`config.mk`:
```
export PLATFORM = sky130hd
export DESIGN_NAME = pc_unit
export DESIGN_NICKNAME = d
export VERILOG_FILES = /design/src/rtl/pc_pkg.sv /design/src/rtl/pc_ret_stack.sv /design/src/rtl/pc_unit.sv
export SDC_FILE = /design/constraint.sdc
export NUM_CORES = 1
export LEC_CHECK = 0
export BUFFER_PORTS_ARGS = -buffer_cell sky130_fd_sc_hd__buf_2
export CAP_MARGIN = 20
export CORE_MARGIN = 5
export CORE_UTILIZATION = 43
export DETAILED_ROUTE_END_ITERATION = 12
export GPL_ROUTABILITY_DRIVEN = 0
export PLACE_DENSITY_LB_ADDON = 0.15
export SLEW_MARGIN = 20
export SYNTH_ARGS = -nofsm -noshare
export SYNTH_HDL_FRONTEND = slang
export SYNTH_HIERARCHICAL = 1
export SYNTH_SLANG_ARGS = --single-unit
```
`constraint.sdc`:
```
create_clock -name clk -period 1.9 [get_ports clk]
set_input_delay 0.095 -clock clk [delete_from_list [all_inputs] [get_ports clk]]
set_output_delay 0.095 -clock clk [all_outputs]
set_load 0.02 [all_outputs]
```
`src/rtl/pc_pkg.sv`:
```
`default_nettype none
// +----------------------------------------------------------------------+
// | pc_pkg : op encoding and op field width shared by the PC datapath     |
// | Revision: 1.0                                                         |
// +----------------------------------------------------------------------+
package pc_pkg;

  localparam int PC_OP_W = 3;

  localparam logic [PC_OP_W-1:0] PC_OP_SEQ  = 3'd0;
  localparam logic [PC_OP_W-1:0] PC_OP_JMP  = 3'd1;
  localparam logic [PC_OP_W-1:0] PC_OP_BR   = 3'd2;
  localparam logic [PC_OP_W-1:0] PC_OP_CALL = 3'd3;
  localparam logic [PC_OP_W-1:0] PC_OP_RET  = 3'd4;

endpackage
`default_nettype wire

```
`src/rtl/pc_ret_stack.sv`:
```
`default_nettype none
// +----------------------------------------------------------------------+
// | pc_ret_stack : return-address LIFO with push, pop, full/empty and     |
// |                top-of-stack read                                      |
// | Revision: 1.0                                                         |
// +----------------------------------------------------------------------+
module pc_ret_stack #(
  parameter int ADDR_W = 8,
  parameter int DEPTH  = 4
) (
  input  logic              clk,
  input  logic              rst_n,
  input  logic              push,
  input  logic              pop,
  input  logic [ADDR_W-1:0] push_data,
  output logic [ADDR_W-1:0] top,
  output logic              full,
  output logic              empty
);

  localparam int IDX_W = $clog2(DEPTH);
  localparam int SP_W  = IDX_W + 1;

  logic [ADDR_W-1:0] r_mem [DEPTH];
  logic [SP_W-1:0]   r_sp;
  logic [IDX_W-1:0]  w_top_idx;
  logic [IDX_W-1:0]  w_wr_idx;

  // r_sp counts occupied entries, so the top lives one slot below it
  assign w_top_idx = IDX_W'(r_sp - SP_W'(1));
  assign w_wr_idx  = IDX_W'(r_sp);
  assign full      = (r_sp == SP_W'(DEPTH));
  assign empty     = (r_sp == '0);
  assign top       = r_mem[w_top_idx];

  always_ff @(posedge clk or negedge rst_n) begin
    if (!rst_n) begin
      r_sp <= '0;
    end else if (push && !full) begin
      r_sp <= r_sp + SP_W'(1);
    end else if (pop && !empty) begin
      r_sp <= r_sp - SP_W'(1);
    end
  end

  always_ff @(posedge clk) begin
    if (push && !full) begin
      r_mem[w_wr_idx] <= push_data;
    end
  end

endmodule
`default_nettype wire

```
`src/rtl/pc_unit.sv`:
```
`default_nettype none
// +----------------------------------------------------------------------+
// | pc_unit : registered program counter with SEQ/JMP/BR and optional     |
// |           CALL/RET return stack (enabled by PC_CALL_STACK_EN)         |
// | Revision: 1.0                                                         |
// +----------------------------------------------------------------------+
module pc_unit
  import pc_pkg::*;
#(
  parameter int                ADDR_W      = 8,
  parameter int                OFF_W       = 8,
  parameter logic [ADDR_W-1:0] RESET_VEC   = '0,
  parameter int                STACK_DEPTH = 4
) (
  input  logic               clk,
  input  logic               rst_n,
  input  logic               stall,
  input  logic [PC_OP_W-1:0] op,
  input  logic               cond,
  input  logic [ADDR_W-1:0]  target,
  input  logic [OFF_W-1:0]   offset,
  output logic [ADDR_W-1:0]  pc,
  output logic [ADDR_W-1:0]  pc_plus1,
  output logic               redirect,
  output logic               stack_ovf,
  output logic               stack_unf
);

  logic [ADDR_W-1:0]       r_pc;
  logic                    r_redirect;
  logic [ADDR_W-1:0]       w_pc_plus1;
  logic [ADDR_W-1:0]       w_next_pc;
  logic [ADDR_W-1:0]       w_br_target;
  logic signed [OFF_W-1:0] w_offset_s;
  logic                    w_redirect;

  assign w_offset_s  = offset;
  assign w_pc_plus1  = r_pc + ADDR_W'(1);
  // size cast of a signed operand sign-extends the offset to ADDR_W
  assign w_br_target = r_pc + ADDR_W'(w_offset_s);

`ifdef PC_CALL_STACK_EN
  logic              w_push;
  logic              w_pop;
  logic              w_ovf_set;
  logic              w_unf_set;
  logic [ADDR_W-1:0] w_stack_top;
  logic              w_stack_full;
  logic              w_stack_empty;
  logic              r_stack_ovf;
  logic              r_stack_unf;

  pc_ret_stack #(
    .ADDR_W (ADDR_W),
    .DEPTH  (STACK_DEPTH)
  ) u_ret_stack (
    .clk       (clk),
    .rst_n     (rst_n),
    .push      (w_push & ~stall),
    .pop       (w_pop & ~stall),
    .push_data (w_pc_plus1),
    .top       (w_stack_top),
    .full      (w_stack_full),
    .empty     (w_stack_empty)
  );
`endif

  always_comb begin
    w_next_pc  = w_pc_plus1;
    w_redirect = 1'b0;
`ifdef PC_CALL_STACK_EN
    w_push     = 1'b0;
    w_pop      = 1'b0;
    w_ovf_set  = 1'b0;
    w_unf_set  = 1'b0;
`endif
    case (op)
      PC_OP_JMP: begin
        w_next_pc  = target;
        w_redirect = 1'b1;
      end
      PC_OP_BR: begin
        if (cond) begin
          w_next_pc  = w_br_target;
          w_redirect = 1'b1;
        end
      end
      PC_OP_CALL: begin
        w_next_pc  = target;
        w_redirect = 1'b1;
`ifdef PC_CALL_STACK_EN
        // a full stack drops the return address but the jump still happens
        w_push     = ~w_stack_full;
        w_ovf_set  = w_stack_full;
`endif
      end
      PC_OP_RET: begin
`ifdef PC_CALL_STACK_EN
        if (w_stack_empty) begin
          w_unf_set = 1'b1;
        end else begin
          w_pop      = 1'b1;
          w_next_pc  = w_stack_top;
          w_redirect = 1'b1;
        end
`endif
      end
      default: ;
    endcase
  end

  always_ff @(posedge clk or negedge rst_n) begin
    if (!rst_n) begin
      r_pc       <= RESET_VEC;
      r_redirect <= 1'b0;
    end else begin
      r_redirect <= w_redirect & ~stall;
      if (!stall) begin
        r_pc <= w_next_pc;
      end
    end
  end

`ifdef PC_CALL_STACK_EN
  always_ff @(posedge clk or negedge rst_n) begin
    if (!rst_n) begin
      r_stack_ovf <= 1'b0;
      r_stack_unf <= 1'b0;
    end else if (!stall) begin
      r_stack_ovf <= r_stack_ovf | w_ovf_set;
      r_stack_unf <= r_stack_unf | w_unf_set;
    end
  end

  assign stack_ovf = r_stack_ovf;
  assign stack_unf = r_stack_unf;
`else
  assign stack_ovf = 1'b0;
  assign stack_unf = 1'b0;
`endif

  assign pc       = r_pc;
  assign pc_plus1 = w_pc_plus1;
  assign redirect = r_redirect;

endmodule
`default_nettype wire

```
==> flow_summary.toml <==
[timing]
tightestPinTransition_ns = 0.6171
rsz0062_at_grt = "yes"
hold_viol = 0
relSlewSlack_pct = 58.78
period_share_pct = 98.05
finalWorstSetupSlack_ns = 0.03702
finalSetupViolCount = 0
post-route-min-period_ns = 1.863
fin_tns_setup_ns = 0
skew_ns = 0.002285
hold_ws_ns = 0.1227
slew_viol_final = 0
max_freq_mhz = 536.8

[final_layout]
fin_cells = 197
layout_common_cells = "39 x buf_2, 10 x nand2_1, 8 x inv_1, 8 x a21oi_1, 8 x dfrtp_1"
n_fill_cell = 238
layout-drive-gt1-share_pct = 35.50
antenna_cells = 0
final-seq-area_um2 = 226.5
multiInputGateArea_um2 = 765.7
area_growth_pct = 28.02
final_common_cell = "buf_2"
finalNetCount = 202

[floorplan]
ios = 42
die_x_um = 59.09
fp.dieH_um = 59.09
core-area_um2 = 2255
initial_core_util_pct = 45.95
die_area_um2 = 3491
num_rows = 17

[synth]
synth_seq_cells = 9
ys_async_sr_fraction_pct = 100.0
synthXorXnorAreaFrac_pct = 9.300
yosys.area_share.simple_pct = 18.96
synth_ff_type = "dfrtp_1"
synth_area_um2 = 1036
ys_types = 44
synth_mux_area_share_pct = 1.932
ys_seq_area_share_pct = 21.74
syn_avg_cell_area_um2 = 8.288
synthCells = 125
synth_compound_area_share_pct = 28.74
synth_top_family_by_area = "compound AO/OA/AOI/OAI gates"
synthAdderAreaFrac_pct = 11.59
synth_edf_count = 0
yosysWarnings = 6

[global_routing]
grt_max_degree = 18
grt_overflow_total = 0
antenna_found_initial = 0
gr-usage-all-layers_pct = 18.73
grt_pass1_vias = 1060
grt_pass1_wl_um = 5064

[power]
ir_drop_mv = 0.5436
power.density_nw_per_um2 = 1065
p_leak_nw = 0.6309

[run_status]
outcome = "finished clean"

[placement]
place.port_buffers = 39
dpl_worst_slack_ns = 0.002752
post-place-cells = 192
hpwl_um = 2394

[critical_path]
worstSetupPathType = "reg2reg"
end_kind = "register"
reg2reg_slack_ns = 0.04
critPathRequiredTime_ns = 2.07
path_max_fanout = 3
startpoint_type = "register"
crit_arrival_ns = 2.03

[routing]
wl_per_cell_um = 15.54
first_pass_iters = 4
vias = 1122
ant_nets = 0
drtIter0Drc = 57
drc_errors = 0
viasPerCell = 5.695
drt-total-wl_um = 3062

[cts]
numCtsBuffers = 3
post_cts_buffers = 0
clock_latency_ns = 0.27
clock_path_buffers = 2
root_buffer = "clkbuf_4"
clk_pin_slew_worst_paths_ns = 0.07
numClockSinks = 9
htree_levels = 1
cts_tree = "done"

[worst_hold_path]
hold_class = "in2reg"

[flow_run]
drv_cap = 0
-- per-layer routing --
layer / up-vias / part of all wire, % / global-route usage (%)
li1: 548 / - / -
met1: 514 / 44 / 24.70
met2: 51 / 45 / 30.76
met3: 9 / 8.5 / 4.139
met4: 0 / 2.1 / 4.854
met5: - / 0 / 0
-- worst paths after layout --
kind	startpoint	to	cells past startpoint
setup / recovery	pc[0]$_DFFE_PN0N_	pc[6]$_DFFE_PN0N_	7
hold / removal	op[2]	redirect$_DFF_PN0_	2
setup reg to reg	pc[0]$_DFFE_PN0N_	pc[6]$_DFFE_PN0N_	7
hold reg to reg	pc[2]$_DFFE_PN0N_	pc[2]$_DFFE_PN0N_	3
max in group asynchronous	rst_n	pc[0]$_DFFE_PN0N_	2
min in group asynchronous	rst_n	redirect$_DFF_PN0_	2
-- where the power goes --
part           leakage, nW  switching (W)  internal, W
logic                0.508       0.000553     0.000393
registers            0.108      0.0000642     0.000240
clock network       0.0150      0.0000812    0.0000812
-- cell type report --
| type | instances | area share (%) |
|---|---|---|
| tap | 28 | 2.642 |
| clock buffer | 4 | 1.981 |
| sequential | 9 | 17.08 |
| timing repair buffer | 45 | 18.30 |
| multi-input combinational | 103 | 57.74 |
| inverter | 8 | 2.264 |
-- synthesized netlist by cell type, drive strengths merged (2+ instances only) --
cell type | n | area (um2)
a211oi | 2 | 15.01
a21o | 3 | 22.52
a21oi | 10 | 50.05
a31oi | 2 | 12.51
and3 | 2 | 22.52
buf | 4 | 33.78
clkbuf | 2 | 12.51
dfrtp | 9 | 225.2
ha | 8 | 100.1
inv | 8 | 30.03
mux2i | 2 | 20.02
nand2 | 10 | 37.54
nand3 | 6 | 30.03
nand4 | 2 | 12.51
nor2 | 7 | 26.28
nor2b | 2 | 12.51
nor3 | 4 | 31.28
o21ai | 7 | 38.79
o21bai | 3 | 22.52
o22ai | 2 | 12.51
o31ai | 2 | 15.01
xnor2 | 6 | 52.55
xor2 | 5 | 43.79
-- repair_timing --
action                                 CTS  global route
pin swaps                                0             1
hold buffers                             1             0
setup endpoints to repair                1             2
endpoints found under the hold margin    9             0
resized for setup                        1             2
-- through the flow --
step / total power [W] / utilization, % / instance area [um2]
floorplan: 0.0009383 / - / 1061
global placement: 0.001219 / 56.88 / 1282
detailed placement: 0.001234 / 56.88 / 1282
CTS: 0.001405 / 58.49 / 1319
global route: 0.001528 / 58.82 / 1326
finish: 0.001413 / 58.82 / 1326
-- critical path, cell delays in order (launching register included) --
cell	delay [ns]
dfrtp_2	0.43
ha_4	0.17
fa_2	0.37
a211oi_2	0.22
o21bai_1	0.10
a21oi_2	0.13
xor2_1	0.08
o311ai_1	0.26
-- logic make-up after synthesis --
group | Yosys count
compound gates | 43
buf+inv | 14
mux | 2
fa+ha+maj | 9
other cells | 1
xor+xnor | 11
flops | 9
simple gates | 36
-- registers in the layout (all words and copies together), names as in the netlist --
name      count
redirect      1
pc            8
(Power assumes the default switching activity.)
